$ cat config.mk
export PLATFORM = sky130hd
export DESIGN_NAME = gen_obstaculos_flat
export DESIGN_NICKNAME = d
export VERILOG_FILES = /design/src/rtl/gen_obstaculos_if.sv /design/src/rtl/gen_obstaculos.sv /design/src/flat_wrapper.sv
export SDC_FILE = /design/constraint.sdc
export NUM_CORES = 1
export LEC_CHECK = 0
export CAP_MARGIN = 20
export CORE_MARGIN = 2
export CORE_UTILIZATION = 35
export CTS_CLUSTER_DIAMETER = 150
export DETAILED_ROUTE_END_ITERATION = 7
export GPL_ROUTABILITY_DRIVEN = 0
export PLACE_DENSITY_LB_ADDON = 0.2
export SETUP_SLACK_MARGIN = 0.3
export SLEW_MARGIN = 25
export SYNTH_ARGS = -nofsm -noshare
export SYNTH_HDL_FRONTEND = slang
export SYNTH_SLANG_ARGS = --single-unit
$ cat constraint.sdc
create_clock -name clk -period 4.8 [get_ports clk]
set_clock_uncertainty 0.1 [all_clocks]
set_input_delay 1.2 -clock clk [delete_from_list [all_inputs] [get_ports clk]]
set_output_delay 1.2 -clock clk [all_outputs]
set_load 0.03 [all_outputs]
$ cat src/rtl/gen_obstaculos_if.sv
// gen_obstaculos_if: control, pattern-write and playfield signals of the obstacle generator.
interface gen_obstaculos_if #(
   parameter int LANES = 7,
   parameter int ROWS  = 8
);
   logic                  enable;
   logic                  step;
   logic                  mode;
   logic                  wr_en;
   logic [3:0]            wr_addr;
   logic [LANES-1:0]      wr_data;
   logic [LANES-1:0]      hero_lane;
   logic                  clr_col;
   logic [ROWS*LANES-1:0] campo;
   logic [LANES-1:0]      fila_base;
   logic                  colision;
   logic [15:0]           puntos;
   logic [3:0]            tipo_actual;
   modport master (
      output enable, step, mode, wr_en, wr_addr, wr_data, hero_lane, clr_col,
      input  campo, fila_base, colision, puntos, tipo_actual
   );
   modport slave (
      input  enable, step, mode, wr_en, wr_addr, wr_data, hero_lane, clr_col,
      output campo, fila_base, colision, puntos, tipo_actual
   );
endinterface

$ cat src/rtl/gen_obstaculos.sv
// gen_obstaculos: programmable obstacle-pattern generator scrolling a ROWS x LANES field,
// with bottom-row collision against the hero lane and a saturating cleared-row score.
module gen_obstaculos #(
   parameter int         LANES     = 7,
   parameter int         ROWS      = 8,
   parameter int         NUM_PAT   = 10,
   parameter int         GAP       = 1,
   parameter logic [7:0] LFSR_SEED = 8'hA5
) (
   input logic             clk,
   input logic             rst_n,
   gen_obstaculos_if.slave bus
);
   typedef enum logic [1:0] {IDLE, RUN, HIT} state_t;
   state_t                r_state, w_next;
   logic [ROWS*LANES-1:0] r_campo;
   logic [LANES-1:0]      r_tab [NUM_PAT];
   logic [15:0]           r_puntos;
   logic [3:0]            r_tipo, r_seq, w_idx, w_v;
   logic [2:0]            r_gap;
   logic [7:0]            r_lfsr;
   logic                  r_col, w_hit, w_go;
   logic [LANES-1:0]      w_base, w_row;

   function automatic logic [LANES-1:0] def_pat(input int i);
      logic [6:0] p;
      case (i)
         0:       p = 7'b1100011;
         1:       p = 7'b1100010;
         2:       p = 7'b1001000;
         3:       p = 7'b0001100;
         4:       p = 7'b1000010;
         5:       p = 7'b0000011;
         6:       p = 7'b0000001;
         7:       p = 7'b0001000;
         8:       p = 7'b0000101;
         9:       p = 7'b0000011;
         default: p = 7'b0;
      endcase
      return (LANES == 7) ? LANES'(p) : '0;
   endfunction

   assign w_base = r_campo[(ROWS-1)*LANES +: LANES];
   assign w_hit  = (r_state == RUN) && |(w_base & bus.hero_lane);
   assign w_go   = (r_state == RUN) && !w_hit && bus.enable && bus.step && !bus.clr_col;
   assign w_v    = r_lfsr[3:0];
   // random index folds the 4-bit LFSR value back into the used table range
   assign w_idx  = !bus.mode ? r_seq :
                   ({1'b0, w_v} >= 5'(NUM_PAT)) ? 4'({1'b0, w_v} - 5'(NUM_PAT)) : w_v;
   assign w_row  = (r_gap == 3'd0) ? r_tab[w_idx] : '0;

   always_comb begin
      w_next = r_state;
      if (bus.clr_col) w_next = IDLE;
      else if (r_state == IDLE) w_next = bus.enable ? RUN : IDLE;
      else if (r_state == RUN) w_next = w_hit ? HIT : bus.enable ? RUN : IDLE;
   end

   always_ff @(posedge clk or negedge rst_n)
      if (!rst_n) r_state <= IDLE;
      else r_state <= w_next;

   always_ff @(posedge clk or negedge rst_n) begin
      if (!rst_n) begin
         r_campo  <= '0;
         r_puntos <= '0;
         r_tipo   <= '0;
         r_seq    <= '0;
         r_gap    <= '0;
         r_col    <= 1'b0;
         r_lfsr   <= LFSR_SEED;
         for (int i = 0; i < NUM_PAT; i++) r_tab[i] <= def_pat(i);
      end else begin
         if (bus.wr_en && ({1'b0, bus.wr_addr} < 5'(NUM_PAT))) r_tab[bus.wr_addr] <= bus.wr_data;
         if (w_go) r_lfsr <= {r_lfsr[6:0], r_lfsr[7] ^ r_lfsr[5] ^ r_lfsr[4] ^ r_lfsr[3]};
         if (bus.clr_col) begin
            r_campo  <= '0;
            r_puntos <= '0;
            r_tipo   <= '0;
            r_seq    <= '0;
            r_gap    <= '0;
            r_col    <= 1'b0;
         end else begin
            if (w_hit) r_col <= 1'b1;
            if (w_go) begin
               r_campo <= {r_campo[(ROWS-1)*LANES-1:0], w_row};
               if (|w_base && r_puntos != 16'hFFFF) r_puntos <= r_puntos + 16'd1;
               r_gap <= (r_gap == 3'd0) ? 3'(GAP) : r_gap - 3'd1;
               if (r_gap == 3'd0) begin
                  r_tipo <= w_idx;
                  if (!bus.mode) r_seq <= (r_seq == 4'(NUM_PAT-1)) ? 4'd0 : r_seq + 4'd1;
               end
            end
         end
      end
   end

   assign bus.campo       = r_campo;
   assign bus.fila_base   = w_base;
   assign bus.colision    = r_col;
   assign bus.puntos      = r_puntos;
   assign bus.tipo_actual = r_tipo;
endmodule

$ cat src/flat_wrapper.sv
// flat-port wrapper written by rule: the top's interface ports become plain ports
module gen_obstaculos_flat 
#(
   parameter int         LANES     = 7,
   parameter int         ROWS      = 8,
   parameter int         NUM_PAT   = 10,
   parameter int         GAP       = 1,
   parameter logic [7:0] LFSR_SEED = 8'hA5
)
  (clk, rst_n, bus_enable, bus_step, bus_mode, bus_wr_en, bus_wr_addr, bus_wr_data, bus_hero_lane, bus_clr_col, bus_campo, bus_fila_base, bus_colision, bus_puntos, bus_tipo_actual);
  gen_obstaculos_if #(.LANES(LANES), .ROWS(ROWS)) bus_i ();
  input logic clk;
  input logic rst_n;
  input wire logic [$bits(bus_i.enable)-1:0] bus_enable;
  input wire logic [$bits(bus_i.step)-1:0] bus_step;
  input wire logic [$bits(bus_i.mode)-1:0] bus_mode;
  input wire logic [$bits(bus_i.wr_en)-1:0] bus_wr_en;
  input wire logic [$bits(bus_i.wr_addr)-1:0] bus_wr_addr;
  input wire logic [$bits(bus_i.wr_data)-1:0] bus_wr_data;
  input wire logic [$bits(bus_i.hero_lane)-1:0] bus_hero_lane;
  input wire logic [$bits(bus_i.clr_col)-1:0] bus_clr_col;
  output wire logic [$bits(bus_i.campo)-1:0] bus_campo;
  output wire logic [$bits(bus_i.fila_base)-1:0] bus_fila_base;
  output wire logic [$bits(bus_i.colision)-1:0] bus_colision;
  output wire logic [$bits(bus_i.puntos)-1:0] bus_puntos;
  output wire logic [$bits(bus_i.tipo_actual)-1:0] bus_tipo_actual;
  assign bus_i.enable = bus_enable;
  assign bus_i.step = bus_step;
  assign bus_i.mode = bus_mode;
  assign bus_i.wr_en = bus_wr_en;
  assign bus_i.wr_addr = bus_wr_addr;
  assign bus_i.wr_data = bus_wr_data;
  assign bus_i.hero_lane = bus_hero_lane;
  assign bus_i.clr_col = bus_clr_col;
  assign bus_campo = bus_i.campo;
  assign bus_fila_base = bus_i.fila_base;
  assign bus_colision = bus_i.colision;
  assign bus_puntos = bus_i.puntos;
  assign bus_tipo_actual = bus_i.tipo_actual;
  gen_obstaculos #(.LANES(LANES), .ROWS(ROWS), .NUM_PAT(NUM_PAT), .GAP(GAP), .LFSR_SEED(LFSR_SEED)) u_core (.clk(clk), .rst_n(rst_n), .bus(bus_i));
endmodule
==> impl_results.md <==
* Status: finished, final reports clean
* Detailed-route wire length at 17640 um
* Comb power frac at between 10% and 20%
* Detail Route Antenna Nets at 0
* Slew @ Worst Pin at between 800 and 900 ps
* Register area share after synthesis at 54.36%
* Initial antenna violation count at 0
* Post-Syn Nets at 716
* Crit path DAT at 3690 ps
* DRT Pass-1 Iters at 4
* Worst hold slack at 406.3 ps
* Avg Cell Area, Syn at ~11 um2
* Area grow syn2layout at 24.39%
* P_sw at 0.9982 mW
* DP HPWL at 12020 um
* Clk Latency, worst-skew pair at 430 ps
* Sw Ratio at approximately 28%
* Grt ovf at 0
* Worst Path Max Fanout at 14
* Die Y-Extent at 151.4 um
* Syn Inst Count at 685
* Max-slew violations at 0
* Starting Density at 35.96%
* WL per Instance at 16.72 um
* Synth warnings at 0
* Cell taking the most area after synthesis: dfrtp_1
* CP Data Required Time at between 5000 and 6000 ps
* Setup TNS at 0 ps
* CP Capture Type: flip-flop
* Final hold viol count at 0
* Hold path cells at 1
* DIE AREA at roughly 23000 um2
* Die extent in x at ~150 um
* Reg clk slew, reported paths at 80 ps
* Final min period at 3435 ps
* Hold WC Path Type: reg2reg
* Remaining design rule violation count at 0
* GRT Total Usage at 15.92%
* Share of layout cells above drive strength 1 at 20.26%
* Ranking of synthesized cells by area: dfrtp_1 46%, mux2_2 12%, dfstp_2 8.6%, nand2_1 5.7%, mux2i_1 5.3%
* Core area at 21150 um2
* Post-synth EDFFs at 0
* Crit path launch type: input pin
* Clock share of power at 38.0%
* Max Cap Viol at 0
* CTS tree: built
* I/O Pins at around 110
* I/O Buffers at 108
* CTS sink count at 164
* RSZ-0062 raised after global routing: false
* Cell area after synthesis at 7607 um2
* Crit Path Class: in2reg
* Vias in the first global route at 5432
* Unique masters post-synth at 51
* Power Dens Cells at approximately 380 nW/um2
* Final cycle utilization of the critical path at 71.57%
* Max Fclk at around 290 MHz
* CTS max path bufs at 2
* Most common cell in the netlist: dfrtp_1
* Drt via density at slightly above 5
* Synth top area share at 45.72%
* DRT iter0 DRCs at 285
* Resized cells post-CTS at 0
* Internal Dissipation at 2.570 mW
* Worst vdd ir at approximately 220 uV
* First-pass GRT wire length at 28400 um
* Main synth FF type: dfrtp_1
* Reg2Reg Depth at 5
* LEAKAGE at 3.837 nW
* Largest net degree at the start of global routing at 84
* N_diodes at 0
* Clock tree root driver cell: clkbuf_16
* # setup viols final at 0
* Post-CTS Setup Repair Bufs at 0
* Final #Nets at between 700 and 800
* CTS H-tree lvls at 4
* Hold-fix buffers at CTS at 0
* Sequential share of power at 46.9%
* Post-synthesis register bit count at 164
* Slew HR at between 40 and 50%
* Post-synth top cells: 139 x dfrtp_1, 115 x nand2_1, 81 x mux2_2
* Asr flop ratio synth at 100.0%
* Row count at 53
* Vias at about 5400
* CTS Buf Count at 17
[cells in the final DEF, fill, tap and decap left out, types with 3 or more instances in the layout]
cell type	count
a211oi_1	4
a21oi_1	68
a22oi_1	8
a31oi_1	3
a32oi_1	7
and4_1	4
buf_4	7
clkbuf_16	17
clkdlybuf4s50_1	106
clkinv_8	6
dfrtp_1	139
dfstp_2	25
ha_1	6
inv_1	11
inv_6	3
inv_8	3
mux2_1	3
mux2_2	81
mux2i_1	40
nand2_1	115
nand2b_1	5
nand3_1	7
nand3b_1	5
nand4_1	3
nor2_1	24
nor2b_1	5
o2111ai_1	3
o21ai_0	11
o21ai_1	7
o31ai_1	3
or3_1	11
or4_1	5
xnor2_1	4
[layer usage]
metal	global-route usage (%)	wire, um
met5	0	0
met4	4.813	211
met1	21.66	8372
met2	26.04	8390
met3	2.741	664
[area by class of cell]
class                      count  area [um2]
timing repair buffer         116        1150
multi-input combinational    457        3184
clock inverter                15       182.7
tap                          275       344.1
fill                        1983       11690
sequential                   164        4135
inverter                      11       41.29
clock buffer                  17       425.4
[worst paths after layout]
check | from | to | slack, ps
max | bus_hero_lane[1] | u_core.bus.puntos[14] | 1360
min | u_core.r_tab[35] | u_core.r_tab[35] | 410
max reg2reg | u_core.bus.campo[50] | u_core.bus.puntos[14] | 2060
min reg2reg | u_core.r_tab[35] | u_core.r_tab[35] | 410
max in group asynchronous | rst_n | u_core.r_tab[44] | 2950
min in group asynchronous | rst_n | u_core.bus.puntos[7] | 690
[registers in the layout, indices dropped and copies added (netlist names)]
| signal | cells |
|---|---|
| u_core.bus.campo | 56 |
| u_core.bus.colision | 1 |
| u_core.bus.puntos | 16 |
| u_core.bus.tipo_actual | 4 |
| u_core.r_gap | 3 |
| u_core.r_lfsr | 8 |
| u_core.r_seq | 4 |
| u_core.r_state | 2 |
| u_core.r_tab | 70 |
[stage by stage]
stage	util, %	cell area, um2	cells	power (mW)	worst slack, ps
global placement	41.86	8855	1023	2.217	979.6
global route	44.73	9463	1055	3.749	1233
finish	44.73	9463	1055	3.568	1365
floorplan	-	7607	685	2.081	1949
CTS	44.73	9463	1055	3.612	1412
detailed placement	41.86	8855	1023	2.245	970.3
[cell families (layout without fill, tap and decap cells)]
| family | count (synthesis) | count (layout) | synth area share, % |
|---|---|---|---|
| simple gates | 197 | 197 | 12.29 |
| flops | 164 | 164 | 54.36 |
| mux | 126 | 126 | 18.29 |
| compound gates | 122 | 122 | 9.589 |
| buf+inv | 64 | 159 | 3.799 |
| fa+ha+maj | 6 | 6 | 0.9868 |
| xor+xnor | 6 | 6 | 0.6908 |
[critical path, cell delays in order]
cell and delay (ps):
clkdlybuf4s50_1 400, a222oi_1 490, and4_2 530, o2111ai_1 400, or4_1 510, a21oi_1 150
[power groups by stage]
stage          sequential (mW)  clock (mW)  combinational [mW]
2_1_floorplan             1.67           0               0.411
3_3_place_gp              1.69           0               0.527
3_5_place_dp              1.70           0               0.547
4_1_cts                   1.67        1.39               0.549
5_1_grt                   1.69        1.45               0.601
6_report                  1.67        1.36               0.539
Power figures use the tool's default switching activity.
